<file path="config.mk">
export PLATFORM = sky130hd
export DESIGN_NAME = fwnoc_host_tx
export DESIGN_NICKNAME = d
export VERILOG_FILES = /design/src/rtl/fwnoc_host_tx.sv
export SDC_FILE = /design/constraint.sdc
export NUM_CORES = 1
export LEC_CHECK = 0
export ABC_AREA = 1
export CORE_AREA = 2 2 90 92
export DETAILED_ROUTE_END_ITERATION = 10
export DIE_AREA = 0 0 92 94
export HOLD_SLACK_MARGIN = 0.15
export PLACE_DENSITY = 0.79
export SLEW_MARGIN = 20
export SYNTH_ARGS = -nofsm -noshare
export SYNTH_HDL_FRONTEND = slang
export SYNTH_SLANG_ARGS = --single-unit
</file>
<file path="constraint.sdc">
create_clock -name clock -period 1.77 [get_ports clock]
set_input_delay 0.354 -clock clock [delete_from_list [all_inputs] [get_ports clock]]
set_output_delay 0.354 -clock clock [all_outputs]
set_load 0.02 [all_outputs]
</file>
<file path="src/rtl/fwnoc_host_tx.sv">
// fwnoc_host_tx: host-side NoC transmitter feeding a router's host ingress port.
// Turns a send command plus a 32-bit payload stream into one header flit
// followed by LEN payload flits on a registered ready/valid initiator port.
// Self-addressed commands are rejected (err_self pulse) and their payload is
// drained so the payload source never deadlocks.
// Optional feature macro: FWNOC_HOST_TX_CRC_EN appends one XOR trailer flit.
module fwnoc_host_tx #(
  parameter int X_ID  = 0,
  parameter int Y_ID  = 0,
  parameter int CNT_W = 16
) (
  input  logic             clock,
  input  logic             reset,
  input  logic             cmd_valid,
  output logic             cmd_ready,
  input  logic [3:0]       cmd_dst_x,
  input  logic [3:0]       cmd_dst_y,
  input  logic [7:0]       cmd_len,
  input  logic [7:0]       cmd_tag,
  input  logic [31:0]      pd_dat,
  input  logic             pd_valid,
  output logic             pd_ready,
  output logic [31:0]      o_dat,
  output logic             o_valid,
  input  logic             o_ready,
  output logic             busy,
  output logic             err_self,
  output logic [CNT_W-1:0] pkt_cnt
);

  localparam logic [3:0] SRC_X = 4'(X_ID);
  localparam logic [3:0] SRC_Y = 4'(Y_ID);

  // S_HDR is a reserved encoding: the header is loaded straight out of IDLE.
  typedef enum logic [2:0] {
    S_IDLE  = 3'd0,
    S_HDR   = 3'd1,
    S_PAY   = 3'd2,
    S_DRAIN = 3'd3
`ifdef FWNOC_HOST_TX_CRC_EN
    , S_TRL = 3'd4
`endif
  } state_t;

  state_t             r_state;
  state_t             w_state_nxt;
  logic [7:0]         r_rem;
  logic [7:0]         w_rem_nxt;
  logic [31:0]        r_dat;
  logic               r_valid;
  logic               r_last;
  logic               r_err;
  logic [CNT_W-1:0]   r_cnt;
  logic               w_adv;
  logic               w_self;
  logic [31:0]        w_hdr;
  logic               w_load;
  logic [31:0]        w_load_dat;
  logic               w_load_last;
  logic               w_err_nxt;
  logic               w_cmd_ready;
  logic               w_pd_ready;
`ifdef FWNOC_HOST_TX_CRC_EN
  logic [31:0]        r_crc;
  logic [31:0]        w_crc_nxt;
`endif

  assign w_adv  = !r_valid || o_ready;
  assign w_self = (cmd_dst_x == SRC_X) && (cmd_dst_y == SRC_Y);
  assign w_hdr  = {cmd_dst_x, cmd_dst_y, SRC_X, SRC_Y, cmd_len, cmd_tag};

  // Next-state, output-register load selection and handshake readies.
  always_comb begin
    w_state_nxt = r_state;
    w_rem_nxt   = r_rem;
    w_load      = 1'b0;
    w_load_dat  = r_dat;
    w_load_last = 1'b0;
    w_err_nxt   = 1'b0;
    w_cmd_ready = 1'b0;
    w_pd_ready  = 1'b0;
`ifdef FWNOC_HOST_TX_CRC_EN
    w_crc_nxt   = r_crc;
`endif
    case (r_state)
      S_IDLE: begin
        w_cmd_ready = w_adv;
        if (cmd_valid && w_adv) begin
          if (w_self) begin
            w_err_nxt = 1'b1;
            w_rem_nxt = cmd_len;
            if (cmd_len != 8'd0) begin
              w_state_nxt = S_DRAIN;
            end else begin
              w_state_nxt = S_IDLE;
            end
          end else begin
            w_load     = 1'b1;
            w_load_dat = w_hdr;
            w_rem_nxt  = cmd_len;
`ifdef FWNOC_HOST_TX_CRC_EN
            w_crc_nxt  = w_hdr;
`endif
            if (cmd_len == 8'd0) begin
`ifdef FWNOC_HOST_TX_CRC_EN
              w_state_nxt = S_TRL;
              w_load_last = 1'b0;
`else
              w_state_nxt = S_IDLE;
              w_load_last = 1'b1;
`endif
            end else begin
              w_state_nxt = S_PAY;
              w_load_last = 1'b0;
            end
          end
        end else begin
          w_state_nxt = S_IDLE;
        end
      end
      S_PAY: begin
        w_pd_ready = w_adv;
        if (pd_valid && w_adv) begin
          w_load     = 1'b1;
          w_load_dat = pd_dat;
          w_rem_nxt  = r_rem - 8'd1;
`ifdef FWNOC_HOST_TX_CRC_EN
          w_crc_nxt  = r_crc ^ pd_dat;
`endif
          if (r_rem == 8'd1) begin
`ifdef FWNOC_HOST_TX_CRC_EN
            w_state_nxt = S_TRL;
            w_load_last = 1'b0;
`else
            w_state_nxt = S_IDLE;
            w_load_last = 1'b1;
`endif
          end else begin
            w_state_nxt = S_PAY;
          end
        end else begin
          w_state_nxt = S_PAY;
        end
      end
      S_DRAIN: begin
        // Discarded words never touch the output register, so no stall here.
        w_pd_ready = 1'b1;
        if (pd_valid) begin
          w_rem_nxt = r_rem - 8'd1;
          if (r_rem == 8'd1) begin
            w_state_nxt = S_IDLE;
          end else begin
            w_state_nxt = S_DRAIN;
          end
        end else begin
          w_state_nxt = S_DRAIN;
        end
      end
`ifdef FWNOC_HOST_TX_CRC_EN
      S_TRL: begin
        if (w_adv) begin
          w_load      = 1'b1;
          w_load_dat  = r_crc;
          w_load_last = 1'b1;
          w_state_nxt = S_IDLE;
        end else begin
          w_state_nxt = S_TRL;
        end
      end
`endif
      default: begin
        w_state_nxt = S_IDLE;
      end
    endcase
  end

  // State, output flit register, error pulse and sent-packet counter.
  always_ff @(posedge clock) begin
    if (reset) begin
      r_state <= S_IDLE;
      r_rem   <= 8'd0;
      r_dat   <= 32'd0;
      r_valid <= 1'b0;
      r_last  <= 1'b0;
      r_err   <= 1'b0;
      r_cnt   <= '0;
`ifdef FWNOC_HOST_TX_CRC_EN
      r_crc   <= 32'd0;
`endif
    end else begin
      r_state <= w_state_nxt;
      r_rem   <= w_rem_nxt;
      r_err   <= w_err_nxt;
`ifdef FWNOC_HOST_TX_CRC_EN
      r_crc   <= w_crc_nxt;
`endif
      if (w_adv) begin
        r_valid <= w_load;
        if (w_load) begin
          r_dat  <= w_load_dat;
          r_last <= w_load_last;
        end
      end
      if (r_valid && o_ready && r_last) begin
        r_cnt <= r_cnt + CNT_W'(1);
      end
    end
  end

  // Readies are held low while reset is asserted so nothing handshakes then.
  assign cmd_ready = w_cmd_ready && !reset;
  assign pd_ready  = w_pd_ready && !reset;
  assign o_dat     = r_dat;
  assign o_valid   = r_valid;
  assign busy      = (r_state != S_IDLE) || r_valid;
  assign err_self  = r_err;
  assign pkt_cnt   = r_cnt;

endmodule
</file>
==> results.sh, run 1 <==
export IMPL_status="finished, final reports clean"
export IMPL_syn_area_per_cell_um2=6.65
export IMPL_antenna_found_initial=0
export IMPL_fin_crit_sh=0.994
export IMPL_max_freq_mhz=569
export IMPL_nNetsFinal=723
export IMPL_post_cts_buffers=0
export IMPL_totalWireLength_um=10200
export IMPL_synthToLayoutAreaGrowth_pct=48.7
export IMPL_h_tree_depth=3
export IMPL_track_usage=0.230
export IMPL_syn_inst=516
export IMPL_grt_max_degree=39
export IMPL_min_period_ns=1.76
export IMPL_grt_pass1_wl_um=15800
export IMPL_worst_setup_path_type="flop to output port"
export IMPL_finalHoldViolations=0
export IMPL_clk_insertion_delay_late_ns=0.34
export IMPL_fin_cells=761
export IMPL_slew_violations=0
export IMPL_min_delay_start="r_rem[1]"
export IMPL_maxCapViolCount=0
export IMPL_setup_violations_final=0
export IMPL_peakVddDrop_mv=0.426
export IMPL_cp_start_kind="flop"
export IMPL_cts_buffers=9
export IMPL_regToRegSetupSlack_ns=0.10
export IMPL_async_flop_share=0
export IMPL_fin_skew_ns=0.00989
export IMPL_dieArea_um2=8650
export IMPL_synthesis_nets=584
export IMPL_drt_pass1_iterations=5
export IMPL_ys_dominant_reg_cell="dfxtp_1"
export IMPL_grt_remaining_overflow=0
export IMPL_clk_pin_slew_ns=0.06
export IMPL_worstPathRequired_ns=1.42
export IMPL_worst_r2r_cell_count=14
export IMPL_cts_sinks=61
export IMPL_routed_via_count=3770
export IMPL_final_core_util=0.671
export IMPL_final_cell_mix="114 x nand2_1, 112 x nor2_1, 103 x clkdlybuf4s50_1, 60 x dfxtp_1, 54 x inv_1"
export IMPL_n_antenna_cell=0
export IMPL_num_fill_cells=648
export IMPL_hold_end="r_rem[1]"
export IMPL_postRouteAntennaNets=0
export IMPL_power_leakage_nw=2.32
export IMPL_drive_gt1_frac=0.126
export IMPL_cts_root_buf="clkbuf_8"
export IMPL_ys_seq_area_frac=0.356
export IMPL_core_um2=7610
export IMPL_die_w_um=92
export IMPL_grt_pass1_vias=3388
export IMPL_yosys_register_bits=61
export IMPL_gp_congestion=0.884
export IMPL_path_max_fanout=2
export IMPL_cts_tree="built"
export IMPL_vias_per_cell=4.95
export IMPL_endpoint_kind="output port"
export IMPL_synth_edf_count=0
export IMPL_initial_core_util=0.451
export IMPL_tightest_slew_ns=0.412
export IMPL_r2r_start="r_state[0]"
export IMPL_worstReg2RegEnd="o_dat[22]"
export IMPL_drtIter0Drc=240
export IMPL_drc=0
export IMPL_dp_hpwl_um=7300
export IMPL_power_per_cell_area_nw_per_um2=822
export IMPL_dpl_cell_count=745
export IMPL_hold_depth=2
export IMPL_wire_per_inst_um=13.4
export IMPL_layout_commonest_cell="nand2_1"
export IMPL_synth_cell_types=31
export IMPL_arrival_ns=1.40
export IMPL_portBuffers=113
export IMPL_fp_dieH_um=94
export IMPL_io_pins=114
export IMPL_slew_headroom=0.724
export IMPL_hold_path_class="flop to flop"
export IMPL_fin_hold_ws_ns=0.463
export IMPL_synth_area_um2=3430
export IMPL_placementRows=32
export IMPL_cts_max_path_buffers=2
export IMPL_synth_warnings=0
[flip-flops by register name, summed over array words and instances (netlist names)]
| register | cells |
|---|---|
| pkt_cnt | 16 |
| r_rem | 8 |
| r_state | 2 |
| o_dat | 32 |
| o_valid | 1 |
| r_last | 1 |
| err_self | 1 |
[critical path, stage by stage (launching register included)]
cell and delay, ns:
dfxtp_2 0.32, inv_1 0.07, ha_1 0.18, inv_1 0.08
nor3_2 0.22, buf_2 0.20
[report_power, final]
| part | total (mW) | switching [mW] | internal [mW] | leakage, nW |
|---|---|---|---|---|
| combinational | 1.34 | 0.722 | 0.620 | 1.72 |
| sequential | 1.58 | 0.0735 | 1.51 | 0.501 |
| clock | 1.27 | 0.557 | 0.714 | 0.101 |
| total | 4.19 | 1.35 | 2.84 | 2.32 |
[per-layer routing]
| metal | wire, um | vias to the layer above | GRT usage |
|---|---|---|---|
| li1 | - | 1901 | - |
| met5 | 0 | - | 0 |
| met1 | 4470 | 1730 | 0.291 |
| met3 | 472 | 27 | 0.0361 |
| met2 | 4930 | 112 | 0.387 |
| met4 | 287 | 0 | 0.102 |
[area by class of cell]
type                       instances  area, um2  area share
clock inverter                     4       47.5     0.00932
clock buffer                      11        151      0.0297
sequential                        61       1220       0.240
multi-input combinational        377       1880       0.369
tap                              102        128      0.0250
timing repair buffer             148       1440       0.282
inverter                          58        231      0.0454
[cells by family (layout without fill, tap and decap cells)]
| kind of cell | count (synthesis) | after routing | synth area share |
|---|---|---|---|
| DFF | 61 | 61 | 0.356 |
| adders and majority gates | 7 | 7 | 0.0255 |
| and+or+nand+nor | 297 | 297 | 0.380 |
| buffers and inverters | 78 | 221 | 0.108 |
| xor gates and xnor gates | 1 | 1 | 0.00255 |
| AOI/OAI and AO/OA | 56 | 56 | 0.0824 |
| muxes | 16 | 16 | 0.0467 |
[metrics by stage]
stage / cell area [um2] / power (mW) / setup slack (ns) / TNS [ns]
3_3_place_gp: 4820 / 2.86 / -0.365 / -6.05
6_report: 5100 / 4.19 / 0.0111 / 0
2_1_floorplan: 3430 / 2.36 / 0.0845 / 0
3_5_place_dp: 4820 / 2.89 / -0.355 / -7.22
4_1_cts: 5010 / 4.16 / 0.00717 / 0
5_1_grt: 5100 / 4.42 / -0.0280 / -0.0363
[repair_timing]
item	in CTS	in global routing
cloned	0	1
gates resized for setup	18	18
pin swaps	0	1
endpoints found under the setup margin	6	48
hold buffers	0	0
[Yosys cell counts, types with 2 or more instances]
cell type / instances / area share
ha_1: 7 / 0.026
o21ai_0: 20 / 0.029
buf_6: 8 / 0.026
nand3_1: 40 / 0.058
buf_4: 2 / 0.0044
nand4_1: 4 / 0.0073
nand2_2: 4 / 0.0073
mux2i_1: 16 / 0.047
nor4_1: 2 / 0.0036
nand3_2: 10 / 0.029
clkbuf_1: 5 / 0.0055
nor3_1: 3 / 0.0044
buf_2: 5 / 0.0073
dfxtp_1: 61 / 0.36
nand2_1: 114 / 0.12
inv_1: 54 / 0.059
a21oi_1: 33 / 0.048
o21ai_1: 2 / 0.0029
inv_2: 2 / 0.0022
nor2_4: 2 / 0.0066
nor2_1: 112 / 0.12
[how the worst max path moves through the flow]
stage | start | endpoint | slack (ns) | depth (start not counted)
2_1_floorplan | r_state[0] | pd_ready | 0.08 | 6
3_3_place_gp | o_ready | cmd_ready | -0.36 | 6
3_5_place_dp | o_ready | cmd_ready | -0.36 | 6
4_1_cts | pkt_cnt[3] | pkt_cnt[3] | 0.007 | 1
5_1_grt | r_state[0] | cmd_ready | -0.03 | 5
6_report | r_state[0] | cmd_ready | 0.01 | 5
No activity file was read; power rests on OpenSTA's default activity.
==> inputs of run 2 (changes only) <==
--- a/config.mk
+++ b/config.mk
@@ -7,6 +7,7 @@
 export LEC_CHECK = 0
 export ABC_AREA = 1
 export CORE_AREA = 2 2 90 92
+export CTS_CLUSTER_SIZE = 8
 export DETAILED_ROUTE_END_ITERATION = 10
 export DIE_AREA = 0 0 92 94
 export HOLD_SLACK_MARGIN = 0.15
==> results of run 2 <==
The final DEF is identical to that of run 1; final timing and power are the same.
